==> config.mk <==
export PLATFORM = sky130hd
export DESIGN_NAME = dwt53_lift_stream
export DESIGN_NICKNAME = d
export VERILOG_FILES = /design/src/rtl/dwt53_lift_stream.sv
export SDC_FILE = /design/constraint.sdc
export NUM_CORES = 1
export LEC_CHECK = 0
export BUFFER_PORTS_ARGS = -buffer_cell sky130_fd_sc_hd__clkbuf_2
export CORE_UTILIZATION = 50
export DETAILED_ROUTE_END_ITERATION = 6
export GPL_TIMING_DRIVEN = 0
export HOLD_SLACK_MARGIN = 0.05
export MAX_ROUTING_LAYER = met4
export PLACE_DENSITY = 0.68
export RECOVER_POWER = 100
export SLEW_MARGIN = 20
export SYNTH_ARGS = -nofsm -noshare
export SYNTH_HDL_FRONTEND = slang
export SYNTH_SLANG_ARGS = --single-unit
==> constraint.sdc <==
create_clock -name clk -period 7.6 [get_ports clk]
set_input_delay 0.76 -clock clk [delete_from_list [all_inputs] [get_ports clk]]
set_output_delay 0.76 -clock clk [all_outputs]
set_load 0.02 [all_outputs]
==> src/rtl/dwt53_lift_stream.sv <==
// Streaming LeGall 5/3 forward lifting: one sample in per beat, one (s, d) pair out per two samples,
// symmetric extension at both line ends. Optional output clamping and sticky sat flag via LIFT53_SAT_EN.
module dwt53_lift_stream #(
    parameter int DW       = 16,
    parameter int LINE_LEN = 8,
    parameter int CW       = $clog2(LINE_LEN)
) (
    input  logic          clk,
    input  logic          rst_n,
    input  logic          in_valid,
    output logic          in_ready,
    input  logic [DW-1:0] in_x,
    output logic          out_valid,
    input  logic          out_ready,
    output logic [DW:0]   out_s,
    output logic [DW:0]   out_d,
    output logic          out_last,
    output logic          sat,
    output logic [1:0]    state_dbg
);

    // Handshake: a beat transfers on a rising edge where valid && ready; once valid is raised,
    // data is held stable until ready is seen. in_ready never depends on in_valid.

    typedef enum logic [1:0] {
        FIRST = 2'd0,
        ODD   = 2'd1,
        EVEN  = 2'd2
    } state_t;

    state_t          state;
    logic [CW-1:0]   pos;
    logic [DW-1:0]   x_even;
    logic [DW-1:0]   x_odd;
    logic [DW+1:0]   d_prev;

    logic            accept;
    logic signed [DW+1:0] xe2, xo2, xi2;
    logic signed [DW+1:0] sum_e, half_e, d_even, d_last, d_new, d_left;
    logic signed [DW+2:0] d3, dl3, xe3, upd, upd_q, s3;
    logic [DW:0]          s_out, d_out;
    logic                 s_hit, d_hit;

    assign in_ready  = !out_valid || out_ready;
    assign accept    = in_valid && in_ready;
    assign state_dbg = state;

    assign xe2 = {{2{x_even[DW-1]}}, x_even};
    assign xo2 = {{2{x_odd[DW-1]}}, x_odd};
    assign xi2 = {{2{in_x[DW-1]}}, in_x};

    // Predict: interior pairs use the mean of the two even neighbours; the last pair mirrors x[N-2].
    assign sum_e  = xe2 + xi2;
    assign half_e = sum_e >>> 1;
    assign d_even = xo2 - half_e;
    assign d_last = xi2 - xe2;
    assign d_new  = (state == ODD) ? d_last : d_even;

    // Update: the first pair of a line mirrors d[0] in place of d[-1].
    assign d_left = (state == EVEN && pos == CW'(2)) ? d_new : d_prev;
    assign d3     = {d_new[DW+1], d_new};
    assign dl3    = {d_left[DW+1], d_left};
    assign xe3    = {xe2[DW+1], xe2};
    assign upd    = dl3 + d3 + (DW+3)'(2);
    assign upd_q  = upd >>> 2;
    assign s3     = xe3 + upd_q;

`ifdef LIFT53_SAT_EN
    localparam logic signed [DW+2:0] SMAX = (DW+3)'((1 << (DW-1)) - 1);
    localparam logic signed [DW+2:0] SMIN = ~SMAX;

    always_comb begin
        s_out = s3[DW:0];
        d_out = d_new[DW:0];
        s_hit = 1'b0;
        d_hit = 1'b0;
        if (s3 > SMAX) begin
            s_out = SMAX[DW:0];
            s_hit = 1'b1;
        end else if (s3 < SMIN) begin
            s_out = SMIN[DW:0];
            s_hit = 1'b1;
        end
        if (d3 > SMAX) begin
            d_out = SMAX[DW:0];
            d_hit = 1'b1;
        end else if (d3 < SMIN) begin
            d_out = SMIN[DW:0];
            d_hit = 1'b1;
        end
    end
`else
    logic unused_bits;

    always_comb begin
        s_out = s3[DW:0];
        d_out = d_new[DW:0];
        s_hit = 1'b0;
        d_hit = 1'b0;
    end

    assign unused_bits = ^{s3[DW+2:DW+1], s_hit, d_hit};
`endif

    always_ff @(posedge clk or negedge rst_n) begin
        if (!rst_n) begin
            state     <= FIRST;
            pos       <= '0;
            x_even    <= '0;
            x_odd     <= '0;
            d_prev    <= '0;
            out_valid <= 1'b0;
            out_s     <= '0;
            out_d     <= '0;
            out_last  <= 1'b0;
        end else begin
            if (out_valid && out_ready) begin
                out_valid <= 1'b0;
            end
            if (accept) begin
                case (state)
                    FIRST: begin
                        x_even <= in_x;
                        pos    <= CW'(1);
                        state  <= ODD;
                    end
                    ODD: begin
                        x_odd <= in_x;
                        if (pos == CW'(LINE_LEN - 1)) begin
                            out_valid <= 1'b1;
                            out_s     <= s_out;
                            out_d     <= d_out;
                            out_last  <= 1'b1;
                            pos       <= '0;
                            state     <= FIRST;
                        end else begin
                            pos   <= pos + CW'(1);
                            state <= EVEN;
                        end
                    end
                    EVEN: begin
                        out_valid <= 1'b1;
                        out_s     <= s_out;
                        out_d     <= d_out;
                        out_last  <= 1'b0;
                        d_prev    <= d_new;
                        x_even    <= in_x;
                        pos       <= pos + CW'(1);
                        state     <= ODD;
                    end
                    default: begin
                        state <= FIRST;
                        pos   <= '0;
                    end
                endcase
            end
        end
    end

`ifdef LIFT53_SAT_EN
    // Sticky: only rst_n clears it.
    always_ff @(posedge clk or negedge rst_n) begin
        if (!rst_n) begin
            sat <= 1'b0;
        end else if (accept && ((state == EVEN) || (state == ODD && pos == CW'(LINE_LEN - 1)))
                     && (s_hit || d_hit)) begin
            sat <= 1'b1;
        end
    end
`else
    assign sat = 1'b0;
`endif

endmodule

Yosys cells after proc, flatten, opt, wreduce, memory -nomap -nowiden:

Index checks and enable logic that the tools add are counted.

* register bits: 91
* word-level logic and storage cells: 49
* input port bits: 20

* add/subtract/negate cells: 7
* multiplexer cells: 16
* reduce and logical (&&, ||, !) cells: 12
* equal/unequal tests: 5

Operators with widths (count)
* $pmux W17 S2: 2
* $mux W18: 2
* $mux W17: 2
* $sub A16 B16 Y17: 2
* $add A18 B18 Y19: 1
* $add A19 B3 Y19 const B: 1
* $add A16 B16 Y17: 1
* $add A16 B17 Y17: 1
* $pmux W3 S3: 1
* $reduce_and A2 Y1: 3
* $mux W1: 4
* $pmux W1 S2: 2
* $pmux W2 S2: 1
* $add A3 B1 Y3 const B: 1
* $eq A3 B2 Y1 const B: 1
* $eq A3 B3 Y1 const B: 1
* $logic_and A1 B1 Y1: 3
* $mux W3: 1
* $reduce_and A3 Y1: 1
* $eq A2 B1 Y1 const B: 1
* $eq A2 B2 Y1 const B: 1
* $logic_not A2 Y1: 1
* $mux W2: 1
* $ne A2 B1 Y1 const B: 1
* other kinds (4): 4

Depth between registers and ports, before layout:

Gate-level depths: netlist of the first run.

* depth in word-level cells: 9
* mapped depth: 35
* mapped depth without buffers: 34

Worst setup path before layout of the first run:

Ideal clock, no wire load.

* path kind: input to register
* start point: in in_x[2]
* end point: reg out_s[15]
* data required time: 7.467 ns
* buffers on the path: 2
* path slack: 0.938 ns
* data arrival time: 6.529 ns
* stages: 32
* cells stage by stage: ha_1 -> clkbuf_1 -> o21bai_1 -> a21oi_1 -> o21bai_1 -> a21oi_1 -> xnor2_1 -> ha_1 -> o21a_1 -> o21ai_0 -> a21oi_1 -> nor2_1 -> xor2_1 -> nor2_1 -> a21oi_1 -> o21ai_0 -> ha_1 -> ha_1 -> clkbuf_1 -> a21o_1 -> a21o_1 -> a41o_1 -> a2111oi_1 -> o21bai_1 -> a21oi_1 -> xnor2_1 -> ha_1 -> or3_1 -> o221a_2 -> a21oi_1 -> xor2_1 -> o21ai_0

* word-level cells in the longest chain between the ends: 9
* elaborated cells between the ends (all ways): 10
* those cells by class: 6 x add/sub; 4 x mux

Ends and longest elaborated chain
* start: declaration: RTL line 12 `input logic [DW-1:0] in_x,`
* $add A16 B16 Y17: RTL line 53 `assign sum_e = xe2 + xi2;`
* $sub A16 B16 Y17: RTL line 55 `assign d_even = xo2 - half_e;`
* $mux W18 (*): RTL line 57 `assign d_new = (state == ODD) ? d_last : d_even;`
* $mux W18: RTL line 60 `assign d_left = (state == EVEN && pos == CW'(2)) ? d_new : d_prev;`
* $add A18 B18 Y19 (*): RTL line 64 `assign upd = dl3 + d3 + (DW+3)'(2);`
* $add A19 B3 Y19 (*): RTL line 64
* $add A16 B17 Y17 (*): RTL line 66 `assign s3 = xe3 + upd_q;`
* $mux W17: RTL line 129 `if (pos == CW'(LINE_LEN - 1)) begin`
* $pmux W17 S2 (*): RTL line 121 `case (state)`
* end signal: assignment: RTL line 131 `out_s <= s_out;`
* end signal: assignment: RTL line 143 `out_s <= s_out;`
* end: declaration: RTL line 15 `output logic [DW:0] out_s,`

Every way passes the cells marked *; elsewhere a longest branch is shown, timed or not. The select of a mux whose other input is x is not followed.
A chain may end at the register's enable or synchronous reset.

Worst setup path after layout of the first run:

Same ends and word-level chain as after synthesis.

==> results by group, run 1 <==
GRT
  • Total track usage: between 20 and 30%
  • Pin count of the biggest net entering global routing: 73
  • Global-route wire length before repair: 31200 um
  • Initial antenna violation count: 0
  • Number of global-route vias before repair: 6123
  • Gr ovfl total: 0

Clock tree
  • Clock tree sinks: 90
  • CTS tree: yes
  • Clk slew on worst S/H paths: 0.07 ns
  • H-Tree Depth: 3
  • CTS Buffer Depth: 2
  • Clock latency on the worst-skew pair: 0.37 ns
  • Root buf cell: clkbuf_16
  • Total CTS buffers: 9
  • Post-CTS Hold Buffers: 0

Finish
  • Final Cell Area: 0.00872 mm2
  • Antenna cells: 0
  • Most frequent cells in the layout: ha_1, nand2_1, dfrtp_1
  • Layout cell share with drive strength beyond 1: 10.5%
  • Number of fill cells in the layout: ~1500
  • Area grow syn2layout: 10.6%
  • Nets: 1096
  • Non-Filler Instances: around 1200
  • Commonest non-fill, non-tap cell in the layout: ha_1

Route
  • Detailed-route via count: between 6000 and 7000
  • Initial DRC count: between 300 and 400
  • First-pass DRT Iterations: 6
  • Drt wl/cell: ~16 um
  • Routed Wire Length: 19500 um
  • # DRC: 0
  • Via density: between 5 and 6
  • Antenna Nets Post-Route: 0

Synth
  • Synth Flop Type: dfrtp_1
  • Cell area after synthesis: 0.00788 mm2
  • Syn Area/Cell: 8.77 um2
  • Number of enable flip-flop cells after synthesis: 0
  • Synthesis-stage register bit count: 90
  • Async SR Flop Fraction: 100%
  • Syn_nets: 1026
  • Library cells used by synthesis: 72
  • Synthesized instance count: 898
  • Yosys warns: 0
  • Sequential area share after synthesis: 28.6%

STA
  • Slew Limit Fails: 84
  • Hold Vio Cnt, Final: 0
  • Fmax: 140 MHz
  • RSZ-0062 raised after global routing: no
  • Worst-margin pin slew: 3.93 ns
  • Headroom to the max-slew limit: -162%
  • Final setup fails: 0
  • Final Skew: 0.00919 ns
  • Crit path time final: 7.12 ns
  • Final period util: 93.7%

Status
  • Status: finished with violations
  • Failing checks: capacitance limit, slew limit

Critical path
  • CP Max Fanout: 7
  • Critical path arrival: 7.40 ns
  • CP required: 7.88 ns
  • Buffers & Inverters on Critical Path: 1
  • Element type at the critical path end: register
  • Crit path largest cell delay: around 0.50 ns
  • Most common cell on crit path: ha_1
  • Startpoint Class: input pin
  • Slowest-stage cell, CP: o21ai_0
  • Top delay family on crit path: compound AO/OA/AOI/OAI gates
  • WS Path Type: in -> reg

Floorplan
  • Die Height: 128 um
  • Chip width: 128 um
  • Row count: 45
  • Initial Util: about half
  • Io pins: 60
  • Die ar.: roughly 0.016 mm2
  • Core area: approximately 0.015 mm2

Placement
  • Routability congestion estimate from global placement: a little under 0.9
  • Hpwl dp: 15400 um
  • DP Area: 0.00847 mm2
  • Port bufs: 58
  • Placed Cells: 1168

Hold path
  • HP Class: reg -> reg

Run
  • Max Cap Violations: 2
## cell families (layout without fill, tap and decap cells)
kind of cell / count (synthesis) / in the layout / share of synthesized area (%)
and+or+nand+nor: 242 / 242 / 14.3
xor gates and xnor gates: 56 / 56 / 6.23
adders and majority gates: 108 / 108 / 17.6
DFF: 90 / 90 / 28.6
muxes: 51 / 51 / 7.35
other: 1 / 1 / 0.0476
buffers and inverters: 91 / 166 / 4.51
AOI/OAI and AO/OA: 259 / 259 / 21.4
## cell usage after synthesis (all sizes together), types with 3 or more instances
master | number | area, um2
xnor2 | 35 | 307
o31ai | 6 | 45.0
o21bai | 11 | 82.6
a2111oi | 3 | 28.8
or3 | 7 | 45.1
and2 | 4 | 25.0
o21ai | 84 | 420
nor2 | 53 | 199
fa | 5 | 100
nand2b | 8 | 50.1
a21oi | 51 | 255
clkbuf | 27 | 101
o211ai | 7 | 52.6
mux2 | 46 | 529
and3 | 10 | 67.6
nand4 | 3 | 18.8
a211o | 4 | 35.0
a41o | 3 | 30.0
buf | 8 | 43.8
nor4 | 3 | 18.8
nand3b | 4 | 30.0
a21o | 17 | 129
nor2b | 10 | 62.6
nand2 | 101 | 379
o21a | 19 | 143
o2111ai | 4 | 35.0
inv | 55 | 206
ha | 103 | 1290
nor3 | 17 | 85.1
nand3 | 12 | 60.1
o41ai | 4 | 42.6
a211oi | 14 | 118
xor2 | 21 | 184
a31oi | 9 | 56.3
a41oi | 3 | 26.3
mux2i | 5 | 50.1
dfrtp | 90 | 2250
## metrics by stage
stage	setup slack [ns]	hold WS, ns	TNS (ns)	util (%)
floorplan	0.938	0.450	0	-
global placement	-0.358	0.462	-0.855	55.1
detailed placement	-0.345	0.465	-0.780	55.3
CTS	0.0516	0.246	0	57.2
global route	0.0179	0.507	0	56.9
finish	0.480	0.474	0	56.9
## what timing repair did
action                                  4_1_cts  5_1_grt
resized for setup                             1       15
setup buffers                                 0        1
pin swaps                                     0        0
endpoints found under the setup margin        1        5
gates cloned                                  0        0
## routing by layer
metal | global-route usage (%) | up-vias | routed length, um
li1 | - | 3368 | -
met1 | 33.5 | 3189 | 9310
met2 | 40.4 | 113 | 9020
met3 | 4.52 | 34 | 728
met4 | 8.40 | 0 | 439
met5 | - | - | 0
## layout make-up
| class | instances | area [um2] | share of cell area, % |
|---|---|---|---|
| Clock inverter | 7 | 61.3 | 0.703 |
| Timing Repair Buffer | 60 | 251 | 2.89 |
| Buffer | 34 | 141 | 1.62 |
| Inverter | 56 | 210 | 2.41 |
| Multi-Input combinational cell | 717 | 5310 | 60.9 |
| Tap cell | 211 | 264 | 3.03 |
| Sequential cell | 90 | 2250 | 25.9 |
| Clock buffer | 9 | 225 | 2.58 |
## worst reg2reg max path: cells and delay by family (launching register included)
| kind | cells | cell delay [ns] |
|---|---|---|
| and+or+nand+nor | 6 | 1.03 |
| buffers and inverters | 1 | 0.06 |
| DFF | 1 | 0.44 |
| adders and majority gates | 5 | 1.68 |
| xor gates and xnor gates | 3 | 0.37 |
| AOI/OAI and AO/OA | 15 | 3.43 |
## final timing paths
kind,depth (start not counted),slack [ns],to,start
setup / recovery,30,0.48,out_s[15]$_DFFE_PN0P_,in_x[2]
hold / removal,2,0.47,out_s[1]$_DFFE_PN0P_,out_s[1]$_DFFE_PN0P_
setup reg to reg,30,0.52,out_s[15]$_DFFE_PN0P_,x_even[2]$_DFFE_PN0P_
hold reg to reg,2,0.47,out_s[1]$_DFFE_PN0P_,out_s[1]$_DFFE_PN0P_
max in group asynchronous,2,2.50,x_even[1]$_DFFE_PN0P_,rst_n
min in group asynchronous,1,0.57,x_odd[3]$_DFFE_PN0P_,rst_n
## sequential cells by signal, summed over array words and instances, names as in the netlist
signal     cells
pos            3
state_dbg      2
d_prev        17
out_valid      1
out_last       1
out_s         17
x_even        16
out_d         17
x_odd         16
Power of run 1 is not shown: default switching activity piles up to over one toggle a cycle in this logic, so the estimate is an artifact.
==> run 2, diff against run 1 <==
--- a/config.mk
+++ b/config.mk
@@ -5,6 +5,7 @@
 export SDC_FILE = /design/constraint.sdc
 export NUM_CORES = 1
 export LEC_CHECK = 0
+export ABC_AREA = 1
 export BUFFER_PORTS_ARGS = -buffer_cell sky130_fd_sc_hd__clkbuf_2
 export CORE_UTILIZATION = 50
 export DETAILED_ROUTE_END_ITERATION = 6
@@ -12,7 +13,8 @@
 export HOLD_SLACK_MARGIN = 0.05
 export MAX_ROUTING_LAYER = met4
 export PLACE_DENSITY = 0.68
-export RECOVER_POWER = 100
+export RECOVER_POWER = 25
+export SETUP_SLACK_MARGIN = 0.5
 export SLEW_MARGIN = 20
 export SYNTH_ARGS = -nofsm -noshare
 export SYNTH_HDL_FRONTEND = slang
==> results by group, run 2 <==
Floorplan
  • Die ar.: 0.0168 mm2 (+3.1%)
  • Die Height: 130 um (+1.5%)
  • Io pins: 60 (unchanged)
  • Chip width: 130 um (+1.5%)
  • Row count: 46 (+2.2%)
  • Initial Util: 51.2% (-0.27 points)
  • Core area: 0.0159 mm2 (+3.7%)

Synth
  • Top-count cell post-synth: nand2_1
  • Cell accounting for the most synthesized area: dfrtp_1
  • Number of enable flip-flop cells after synthesis: 0 (unchanged)
  • Sequential area share after synthesis: 27.7% (-0.88 points)
  • Syn Area/Cell: 7.08 um2 (-19%)
  • Synthesized instance count: 1148 (+28%)
  • Synth cell count leaders: nand2_1, inv_1, o21ai_0
  • Synth Flop Type: dfrtp_1
  • Syn_nets: 1276 (+24%)
  • Library cells used by synthesis: 45 (-38%)
  • Synthesis-stage register bit count: 90 (unchanged)
  • Synth top area share: 27.7% (-0.88 points)
  • Async SR Flop Fraction: 100% (unchanged)
  • Cell area after synthesis: 0.00813 mm2 (+3.2%)
  • Yosys warns: 0 (unchanged)
  • Synth top area cells: dfrtp_1, ha_1, nand2_1

Hold path
  • HP Class: reg -> reg
  • Hold-critical path depth: 2 (unchanged)

STA
  • Worst-margin pin slew: 3.14 ns (-0.789 ns)
  • Final Skew: 0.0155 ns (+0.00631 ns)
  • RSZ-0062 raised after global routing: no
  • Fmax: 153 MHz (+9.0%)
  • Setup_tns: 0 ns (unchanged)
  • Hold Vio Cnt, Final: 0 (unchanged)
  • Crit path time final: 6.53 ns (-0.588 ns)
  • Final setup fails: 0 (unchanged)
  • Slew Limit Fails: 93 (+11%)
  • Final period util: 86.0% (-7.7 points)
  • Headroom to the max-slew limit: -109% (+53 points)

Critical path
  • WS Path Type: reg -> reg
  • Slowest-stage cell, CP: dfrtp_1
  • R2R setup slack: 1.07 ns (+0.55 ns)
  • Worst Setup SP: x_even[1]$_DFFE_PN0P_
  • Crit path capture: out_s[11]$_DFFE_PN0P_
  • R2r startpoint: x_even[1]$_DFFE_PN0P_
  • Crit path largest cell delay: 0.51 ns (about the same)
  • Critical path arrival: 6.78 ns (-0.62 ns)
  • Most common cell on crit path: nand2_1
  • CP required: 7.85 ns (-0.03 ns)
  • R2r endpoint: out_s[11]$_DFFE_PN0P_
  • CP Max Fanout: 6 (-1)
  • Startpoint Class: register
  • Element type at the critical path end: register
  • R2R depth: 33 (+10%)

Finish
  • Antenna cells: 0 (unchanged)
  • Most frequent cells in the layout: nand2_1, inv_1, o21ai_0
  • Commonest non-fill, non-tap cell in the layout: nand2_1
  • Layout cell share with drive strength beyond 1: 9.42% (-1.1 points)
  • Regs by FF count: d_prev: 17 flops, out_d: 17 flops, out_s: 17 flops
  • Area grow syn2layout: 10.8%
  • Nets: 1346 (+23%)

Placement
  • Port bufs: 58 (unchanged)
  • Routability congestion estimate from global placement: 0.968 (+9.2%)
  • Hpwl dp: 18100 um (+18%)

Clock tree
  • Clock tree sinks: 90 (unchanged)
  • # Post-CTS Setup Buffers: 0 (unchanged)
  • Post-CTS Hold Buffers: 0 (unchanged)
  • Clk slew on worst S/H paths: 0.07 ns (about the same)
  • CTS Buffer Depth: 2 (unchanged)
  • CTS tree: yes
  • Total CTS buffers: 9 (unchanged)
  • Root buf cell: clkbuf_16
  • CTS resizes: 0 (-1)
  • Clock latency on the worst-skew pair: 0.36 ns (about the same)
  • H-Tree Depth: 3 (unchanged)

Status
  • Status: finished with violations
  • Failing checks: capacitance limit, slew limit

GRT
  • Gr ovfl total: 0 (unchanged)
  • Global-route wire length before repair: 35600 um (+14%)
  • Total track usage: 28.9% (+3.2 points)
  • Number of global-route vias before repair: 6762 (+10%)
  • Initial antenna violation count: 0 (unchanged)
  • Pin count of the biggest net entering global routing: 59 (-19%)

Route
  • First-pass DRT Iterations: 7 (+1)
  • Via density: 5.32 (-6.1%)
  • Initial DRC count: 611 (+78%)
  • # DRC: 0 (unchanged)
  • Routed Wire Length: 22500 um (+15%)
  • Antenna Nets Post-Route: 0 (unchanged)
  • Detailed-route via count: 7642 (+14%)
  • Drt wl/cell: 15.7 um (-4.9%)

Run
  • Max Cap Violations: 2 (unchanged)
-- run 2: layer usage --
layer	global-route usage (%)	vias to the layer above	share of wire (%)
li1	-	3876	-
met1	40.1	3520	49
met2	42.6	215	43
met3	3.10	31	4.9
met4	12.2	0	3.5
met5	-	-	0
-- run 2: stage by stage --
stage | util [%] | hold slack (ns) | instances | setup WS [ns] | cell area [um2]
2_1_floorplan | - | 0.449 | 1148 | 1.85 | 8130
3_3_place_gp | 54.7 | 0.456 | 1422 | 0.833 | 8690
3_5_place_dp | 54.9 | 0.460 | 1423 | 0.786 | 8730
4_1_cts | 56.9 | 0.310 | 1437 | 1.10 | 9040
5_1_grt | 56.7 | 0.496 | 1437 | 0.574 | 9010
6_report | 56.7 | 0.469 | 1437 | 1.07 | 9010
-- run 2: worst min-delay path by stage --
stage	to	slack, ns	from
3_3_place_gp	out_s[1]$_DFFE_PN0P_	0.46	out_s[1]$_DFFE_PN0P_
3_5_place_dp	out_d[2]$_DFFE_PN0P_	0.46	out_d[2]$_DFFE_PN0P_
4_1_cts	out_d[12]$_DFFE_PN0P_	0.31	rst_n
6_report	out_d[2]$_DFFE_PN0P_	0.47	out_d[2]$_DFFE_PN0P_
2_1_floorplan	d_prev[8]$_DFFE_PN0P_	0.45	d_prev[8]$_DFFE_PN0P_
5_1_grt	out_d[2]$_DFFE_PN0P_	0.50	out_d[2]$_DFFE_PN0P_
-- run 2: layout make-up --
type | count | area (um2)
multi-input cells | 872 | 5140
flip-flops and latches | 90 | 2250
clock buffers | 10 | 239
plain buffers | 33 | 161
well taps | 216 | 270
clock inverters | 4 | 76.3
fillers | 1600 | 6880
repair buffers | 59 | 293
inverters | 153 | 574
-- run 2: cell families (layout without fill, tap and decap cells) --
logic type,Yosys count,after routing,synth area share (%)
and+or+nand+nor,479,479,24.4
AOI/OAI and AO/OA,239,239,16.8
buffers and inverters,186,259,9.05
adders and majority gates,108,108,17.1
DFF,90,90,27.7
xor gates and xnor gates,45,45,4.85
other,1,1,0.0461
-- run 2: critical path: cells and delay by family, from the launching register on --
kind	cells	cell delay, ns
adder cells (fa/ha/maj)	5	1.67
flip-flops	1	0.51
AND/OR/NAND/NOR	13	1.50
buffers and inverters	2	0.22
AO/OA/AOI/OAI	10	2.04
XOR/XNOR	3	0.46
Power of run 2 is left out for the same reason.
